**config.mk**
```make
export PLATFORM = sky130hd
export DESIGN_NAME = core_run_ctrl
export DESIGN_NICKNAME = d
export VERILOG_FILES = /design/src/rtl/core_run_pkg.sv /design/src/rtl/core_run_ctrl_budget.sv /design/src/rtl/core_run_ctrl.sv
export SDC_FILE = /design/constraint.sdc
export NUM_CORES = 1
export LEC_CHECK = 0
export CELL_PAD_IN_SITES_DETAIL_PLACEMENT = 0
export CELL_PAD_IN_SITES_GLOBAL_PLACEMENT = 1
export CORE_MARGIN = 2
export CORE_UTILIZATION = 31
export DETAILED_ROUTE_END_ITERATION = 16
export GPL_TIMING_DRIVEN = 0
export MAX_ROUTING_LAYER = met4
export PLACE_DENSITY_LB_ADDON = 0.1
export SYNTH_ARGS = -nofsm -noshare
export SYNTH_HDL_FRONTEND = slang
export SYNTH_HIERARCHICAL = 1
export SYNTH_SLANG_ARGS = --single-unit
```
**constraint.sdc**
```tcl
create_clock -name clk -period 2.54 [get_ports clk]
set_input_delay 0.508 -clock clk [delete_from_list [all_inputs] [get_ports clk]]
set_output_delay 0.508 -clock clk [all_outputs]
set_load 0.02 [all_outputs]
```
**src/rtl/core_run_pkg.sv**
```systemverilog
// Shared state encoding and default geometry for the core run controller.
package core_run_pkg;

  localparam int IMEM_WORDS_DEFAULT = 128;
  localparam int ADDR_W_DEFAULT     = 7;
  localparam int BUDGET_W_DEFAULT   = 16;

  // A run budget of zero means run until told to stop.
  localparam int UNBOUNDED_BUDGET = 0;

  typedef enum logic [2:0] {
    ST_IDLE,
    ST_LOAD,
    ST_CLEAR,
    ST_HALT,
    ST_RUN,
    ST_STEP
  } run_state_t;

endpackage

```
**src/rtl/core_run_ctrl_budget.sv**
```systemverilog
// run_budget_cnt: loadable down-counter for bounded runs; saturates at zero and
// flags the final budgeted cycle.
module run_budget_cnt #(
  parameter int W = 16
) (
  input  logic         clk,
  input  logic         rst,
  input  logic         load,
  input  logic [W-1:0] value,
  input  logic         dec,
  output logic [W-1:0] count,
  output logic         last
);

  always_ff @(posedge clk) begin
    if (rst) begin
      count <= '0;
    end else if (load) begin
      count <= value;
    end else if (dec && (count != '0)) begin
      count <= count - W'(1);
    end
  end

  assign last = (count == W'(1));

endmodule

```
**src/rtl/core_run_ctrl.sv**
```systemverilog
// Run controller: streams a program image into the core's instruction memory
// under reset, then gates the core's enb for free runs, budgeted runs or steps.
module core_run_ctrl
  import core_run_pkg::*;
#(
  parameter int IMEM_WORDS = IMEM_WORDS_DEFAULT,
  parameter int ADDR_W     = ADDR_W_DEFAULT,
  parameter int BUDGET_W   = BUDGET_W_DEFAULT
) (
  input  logic                clk,
  input  logic                rst,
  input  logic                s_valid,
  output logic                s_ready,
  input  logic [31:0]         s_data,
  input  logic                s_last,
  input  logic                cmd_load,
  input  logic                cmd_run,
  input  logic                cmd_step,
  input  logic                cmd_halt,
  input  logic [BUDGET_W-1:0] run_cycles,
  output logic                inst_wen,
  output logic [ADDR_W-1:0]   inst_addr,
  output logic [31:0]         inst_data,
  output logic                core_rst,
  output logic                enb,
  output logic                done,
  output logic                load_err,
  output logic [7:0]          words_loaded,
  output logic [31:0]         cycles_run
);

  localparam logic [7:0] LAST_IDX = 8'(IMEM_WORDS - 1);

  run_state_t          state;
  run_state_t          next_state;
  logic                handshake;
  logic                finish_done;
  logic                budget_load;
  logic                budget_last;
  logic                run_expired;
  logic [BUDGET_W-1:0] budget_count;

  assign s_ready     = (state == ST_LOAD);
  assign handshake   = s_valid && s_ready;
  assign budget_load = (state == ST_HALT) && cmd_run && !cmd_load;
  assign run_expired = (budget_count != BUDGET_W'(UNBOUNDED_BUDGET)) && budget_last;

  run_budget_cnt #(
    .W(BUDGET_W)
  ) u_budget (
    .clk  (clk),
    .rst  (rst),
    .load (budget_load),
    .value(run_cycles),
    .dec  (state == ST_RUN),
    .count(budget_count),
    .last (budget_last)
  );

  // Budget expiry outranks cmd_halt so a halt in the final cycle still pulses done.
  always_comb begin
    next_state  = state;
    finish_done = 1'b0;
    case (state)
      ST_IDLE:  next_state = ST_LOAD;
      ST_LOAD: begin
        if (handshake && (s_last || (words_loaded == LAST_IDX))) begin
          next_state = ST_CLEAR;
        end
      end
      ST_CLEAR: next_state = ST_HALT;
      ST_HALT: begin
        if (cmd_load) begin
          next_state = ST_IDLE;
        end else if (cmd_run) begin
          next_state = ST_RUN;
        end else if (cmd_step) begin
          next_state = ST_STEP;
        end
      end
      ST_RUN: begin
        if (cmd_load) begin
          next_state = ST_IDLE;
        end else if (run_expired) begin
          next_state  = ST_HALT;
          finish_done = 1'b1;
        end else if (cmd_halt) begin
          next_state = ST_HALT;
        end
      end
      ST_STEP: begin
        next_state  = ST_HALT;
        finish_done = 1'b1;
      end
      default: next_state = ST_IDLE;
    endcase
  end

  // Outputs follow the state being entered, so enb and core_rst change with it.
  always_ff @(posedge clk) begin
    if (rst) begin
      state        <= ST_IDLE;
      core_rst     <= 1'b1;
      enb          <= 1'b0;
      inst_wen     <= 1'b0;
      inst_addr    <= '0;
      inst_data    <= '0;
      done         <= 1'b0;
      load_err     <= 1'b0;
      words_loaded <= '0;
      cycles_run   <= '0;
    end else begin
      state    <= next_state;
      core_rst <= (next_state inside {ST_IDLE, ST_LOAD, ST_CLEAR});
      enb      <= (next_state inside {ST_RUN, ST_STEP});
      done     <= finish_done;
      inst_wen <= handshake;
      if (handshake) begin
        inst_addr    <= words_loaded[ADDR_W-1:0];
        inst_data    <= s_data;
        words_loaded <= words_loaded + 8'd1;
        if ((words_loaded == LAST_IDX) && !s_last) begin
          load_err <= 1'b1;
        end
      end
      if (enb) begin
        cycles_run <= cycles_run + 32'd1;
      end
      if ((next_state == ST_IDLE) && (state != ST_IDLE)) begin
        words_loaded <= '0;
        load_err     <= 1'b0;
        cycles_run   <= '0;
      end
    end
  end

endmodule

```
== Word level (Yosys, flattened, before mapping) ==
Cells that the tools add are included.
Widths: inputs -> output; s select.
Storage, ports and cells
  register bits: 103
  bits of input ports: 56
  output and inout bits: 85
  logic and storage cells: 59
Cells by class
  add/sub/neg operators: 3
  eq/ne operators: 11
  muxes and demuxes: 13
  reductions and logical operators: 21
Operators by type and width (number)
  $add 32x1->32 const B: 1
  $mux 16: 2
  $mux 3: 7
  $eq 16x1->1 const B: 1
  $reduce_bool 16->1: 1
  $sub 16x1->16 const B: 1
  $pmux 3 s5: 1
  $eq 3x3->1 const B: 4
  $eq 3x2->1 const B: 3
  $add 8x1->8 const B: 1
  $eq 8x7->1 const B: 1
  $logic_and 1x1->1: 8
  $eq 3x1->1 const B: 2
  $logic_not 3->1: 2
  $reduce_bool 3->1: 2
  $reduce_bool 2->1: 2
  $reduce_or 2->1: 2
  $logic_not 1->1: 2
  $mux 1: 2
  $pmux 1 s2: 1
  $reduce_and 2->1: 1
  $logic_or 1x1->1: 1

== Depth between registers and ports, before layout ==
  depth after elaboration: 8
  mapped depth: 10
  gate-level depth less buffers: 9

== Hierarchy ==
Netlist, hierarchy kept.
Modules (own cells, without submodules)
  core_run_ctrl: times used 1, cells each 423, area each 3744.8 sq um, sequential area each 1741.7 sq um
  run_budget_cnt: times used 1, cells each 124, area each 1019.7 sq um, sequential area each 320.3 sq um

== Worst setup path before layout ==
Ideal clock, no wire load.
  path type: register -> register
  start point: register state[2]
  end point: register u_budget.count[14]
  setup time: 0.091 ns
  data arrival time: 2.534 ns
  data required time: 2.449 ns
  path slack: -0.085 ns
  cell stages (with the launch flop): 8
  buffers on the path: 1
  period minus slack after synthesis: 2.625 ns
  cells stage by stage: dfxtp_1 nor2b_1 nor2b_1 buf_2 or4bb_1 or4b_4 or4_1 a311oi_1
Between the ends
  longest elaborated chain between the ends: 4
  elaborated cells between the ends (all ways): 7
  classes of those cells: eq/ne: 2; mux: 1; reduce/logical: 4
RTL lines
  start: declaration: line core_run_ctrl.sv:34  | run_state_t state;
  start signal: assignment: line core_run_ctrl.sv:113  | state <= next_state;
  $eq 3x2->1: line core_run_ctrl.sv:45  | assign budget_load = (state == ST_HALT) && cmd_run && !cmd_load;
  $logic_and 1x1->1 (2 in a row): line core_run_ctrl.sv:45
  $mux 16 or $reduce_bool 2->1 (tied branches)
  end signal: assignment: line core_run_ctrl_budget.sv:19  | count <= value;
  end signal: assignment: line core_run_ctrl_budget.sv:21  | count <= count - W'(1);
  end: declaration: line core_run_ctrl_budget.sv:11  | output logic [W-1:0] count,
Several ways; a longest one is shown, not always the timed one.
A chain may end at the register's enable or synchronous reset.

== Worst setup path in the final report ==
Same ends and word-level chain as after synthesis.

==> reports/results.txt <==
First-iteration detailed-routing DRC count: 166
Post-synthesis cell area: 4760 um^2
Ratio of cells with drive above 1 in the final layout: 10.2%
Antenna Nets Post-Route: 0
Measured slew at the worst slew-check pin: 669 ps
Worst path required time: 2800 ps
Synth Register Bits: 103
Number of rows in the core area: 45
Fraction of synthesis flops using an asynchronous set or reset pin: 0%
Pint: 2540 uW
Routed via count divided by cell count: 4.90
Via count of the first global-routing pass: 4284
Worst setup SP type: flop
Antenna cell count: 0
Number of flops mapped to enable cells by yosys: 0
Flip-flop cell with the highest count after synthesis: sky130_fd_sc_hd__dfxtp_1
Critical Path End: u_budget/count[14]
Sequential share of the synthesized area: 43.3%
Average cell area after synthesis: 8.71 um^2
Endpoint arrival time on the critical path: 2750 ps
Static leakage: 0.00232 uW
Clock latency on the worst-skew pair: 350 ps
Congestion Overflow GR: 0
Clock tree from TritonCTS: built
Number of antenna violations at the first check in global routing: 0
Clock network fraction of design power: 38.2%
Number of clock buffers inserted by TritonCTS: 9
Die area: 16400 um^2
Biggest fanout along the worst timing path: 3
Max-slew violation count: 0
GRT Resource Usage Total: 17.0%
Worst min path class: in -> reg
R2r startpoint: state[2]
VDD IR-drop max: 0.000287 V
Clock period minus final worst setup slack: 2490 ps
Part of the power in registers: 49.3%
Synthesis Warnings: 6
Number of standard cells after synthesis: 547
Reg-to-reg critical path endpoint: u_budget/count[14]
Final GP Congestion: 0.848
Number of different library cells in the post-synthesis netlist: 64
Wire length reported by the detailed router: 13400 um
Hpwl dp: 9850 um
Relative contribution of combinational cells to total power: 12.5%
Filler instances: 1474
Number of hold buffers added after CTS: 0
RSZ-0062 raised after global routing: yes
Layout overhead on the synthesized area: 42.6%
Ports placed on the boundary: 141
Pin count of the biggest net entering global routing: 16
Router iterations before antenna repair: 4
Average wire length per cell after detail routing: 15.0 um
Total power consumption of the routed design: 3390 uW
Highest attainable clock frequency: 401 MHz
Setup slack of the most critical reg-to-reg path: 50 ps
Net switching power: 846 uW
Die outline height: 128 um
Setup Crit Path Kind: reg -> reg
Setup clock skew after layout: 9.60 ps
Clock root buffer: sky130_fd_sc_hd__clkbuf_16
First element of the critical path: state[2]
Chip Width: 128 um
Final setup violation count: 0
MaxCap Viol Count: 0
Total of buffers placed on input and output ports: 139
Number of cells on the worst reg-to-reg path: 6
Hold Fails Final Rpt: 0
Net Sw Frac: 24.9%
Wire length of the first global-routing pass: 21700 um
Sort of element at the end of the critical path: flop
Post-CTS clock slew at the launch and capture registers of the worst setup and hold paths: 70 ps
Run status: finished clean
Maximum buffer depth of the clock tree: 2
Drc violations: 0
Net total in the final layout: 763
Total number of H-tree levels: 3
Tcrit/Tclk final: 98.2%
Synth Net Count: 607
Final Util: 45.0%
Initial Util: 31.6%
Number of vias in the routed layout: 4384
Power density relative to cell area: 499 nW/um^2
Core region area: 15100 um^2
Clock net sink count: 103
Worst max-slew margin expressed relative to the limit: 55.2%
-- repair_timing --
action / 4_1_cts / 5_1_grt
endpoints found under the setup margin: 43 / 44
gates cloned: 0 / 0
pin swaps: 3 / 4
setup buffers: 7 / 1
gates resized for setup: 9 / 12
-- worst min-delay path by stage --
stage	from	end	slack, ps	cells after the start
after global placement	inst_data[16]	inst_data[16]	440	2
after CTS	rst	inst_data[0]	390	2
after global routing	rst	inst_data[0]	400	2
after detailed placement	inst_data[19]	inst_data[19]	450	2
final	rst	inst_data[0]	400	2
after floorplan	u_budget/count[9]	u_budget/count[9]	510	2
-- cell usage after synthesis, drive strengths merged (2+ instances only) --
cell / count / area (um^2)
dfxtp: 103 / 2060
nand2: 97 / 364
a21oi: 87 / 473
nor2: 33 / 124
xor2: 31 / 272
nand4: 20 / 125
buf: 17 / 141
clkbuf: 15 / 66.3
inv: 15 / 56.3
nand3: 12 / 60.1
xnor2: 9 / 78.8
a311oi: 8 / 70.1
and4: 8 / 71.3
nor4: 8 / 71.3
and3: 7 / 43.8
nor3: 6 / 35.0
a2111oi: 4 / 35.0
a211oi: 4 / 30.0
ha: 4 / 50.1
nor2b: 4 / 25.0
nor3b: 4 / 30.0
o21ai: 4 / 20.0
o31ai: 4 / 43.8
or4: 4 / 35.0
a41oi: 3 / 26.3
and2: 3 / 18.8
mux2i: 3 / 30.0
nor4b: 3 / 56.3
or3: 3 / 20.0
a211o: 2 / 17.5
a21o: 2 / 16.3
nor4bb: 2 / 20.0
o21a: 2 / 15.0
o31a: 2 / 17.5
-- placed cells by master, fill, tap and decap left out, types with 5 or more instances in the layout --
| cell | n |
|---|---|
| sky130_fd_sc_hd__xor2_1 | 31 |
| sky130_fd_sc_hd__a311oi_1 | 8 |
| sky130_fd_sc_hd__and4_1 | 7 |
| sky130_fd_sc_hd__buf_1 | 5 |
| sky130_fd_sc_hd__clkdlybuf4s50_1 | 139 |
| sky130_fd_sc_hd__nand3_1 | 12 |
| sky130_fd_sc_hd__a21oi_2 | 10 |
| sky130_fd_sc_hd__a21oi_1 | 77 |
| sky130_fd_sc_hd__clkbuf_16 | 9 |
| sky130_fd_sc_hd__clkbuf_1 | 17 |
| sky130_fd_sc_hd__and3_1 | 7 |
| sky130_fd_sc_hd__nor2_1 | 33 |
| sky130_fd_sc_hd__xnor2_1 | 9 |
| sky130_fd_sc_hd__nand4_1 | 20 |
| sky130_fd_sc_hd__nand2_1 | 97 |
| sky130_fd_sc_hd__buf_6 | 7 |
| sky130_fd_sc_hd__buf_4 | 9 |
| sky130_fd_sc_hd__inv_1 | 13 |
| sky130_fd_sc_hd__dfxtp_1 | 99 |
-- routing by layer --
layer	global-route usage (%)	vias up	routed length, um
met2	26.1	99	5860
met4	6.40	0	241
met5	-	-	0
met1	22.5	2010	6780
met3	2.92	14	548
li1	-	2261	-
-- state kept, by name, indices dropped and copies added, names as in the netlist, 3 cells and up --
signal / flops
cycles_run: 32
inst_data: 32
words_loaded: 8
u_budget/count: 16
state: 3
inst_addr: 7
-- power by group through the flow --
stage | Sequential [uW] | Combinational (uW) | Clock, uW
2_1_floorplan | 1740 | 179 | 0
3_3_place_gp | 1710 | 418 | 0
3_5_place_dp | 1710 | 422 | 0
4_1_cts | 1670 | 430 | 1340
5_1_grt | 1670 | 461 | 1410
6_report | 1670 | 425 | 1300
-- cell type report --
class | instances | area, um^2 | share of cell area, %
Inverter | 15 | 56.3 | 0.829
Buffer | 30 | 191 | 2.82
Tap cell | 188 | 235 | 3.46
Timing Repair Buffer | 147 | 1450 | 21.4
Multi-Input combinational cell | 397 | 2520 | 37.1
Sequential cell | 103 | 2070 | 30.5
Clock buffer | 13 | 250 | 3.68
Clock inverter | 2 | 16.3 | 0.239
-- worst max-delay path, cell delays in order, from the launching register on --
cell and delay (ps):
sky130_fd_sc_hd__dfxtp_4 350, sky130_fd_sc_hd__nor2b_4 140, sky130_fd_sc_hd__nor2b_4 170, sky130_fd_sc_hd__or4bb_4 480, sky130_fd_sc_hd__or4b_4 540, sky130_fd_sc_hd__or4_4 490, sky130_fd_sc_hd__a311oi_1 240
-- cells by family after synthesis --
family | Yosys count | synth area share [%]
buf+inv | 47 | 5.54
mux | 3 | 0.630
flops | 103 | 43.3
xor+xnor | 40 | 7.35
compound gates | 130 | 17.8
fa+ha+maj | 4 | 1.05
simple gates | 220 | 24.3
-- stage by stage --
| stage | cell area, um^2 | worst slack (ps) | hold slack (ps) | setup TNS, ps | cells |
|---|---|---|---|---|---|
| 2_1_floorplan | 4770 | 5.76 | 510 | 0 | 547 |
| 3_3_place_gp | 6400 | -187 | 441 | -4760 | 874 |
| 3_5_place_dp | 6400 | -225 | 448 | -4450 | 874 |
| 4_1_cts | 6760 | 6.72 | 394 | 0 | 896 |
| 5_1_grt | 6790 | -13.7 | 397 | -13.7 | 895 |
| 6_report | 6790 | 46.8 | 404 | 0 | 895 |
(Power assumes the default switching activity.)
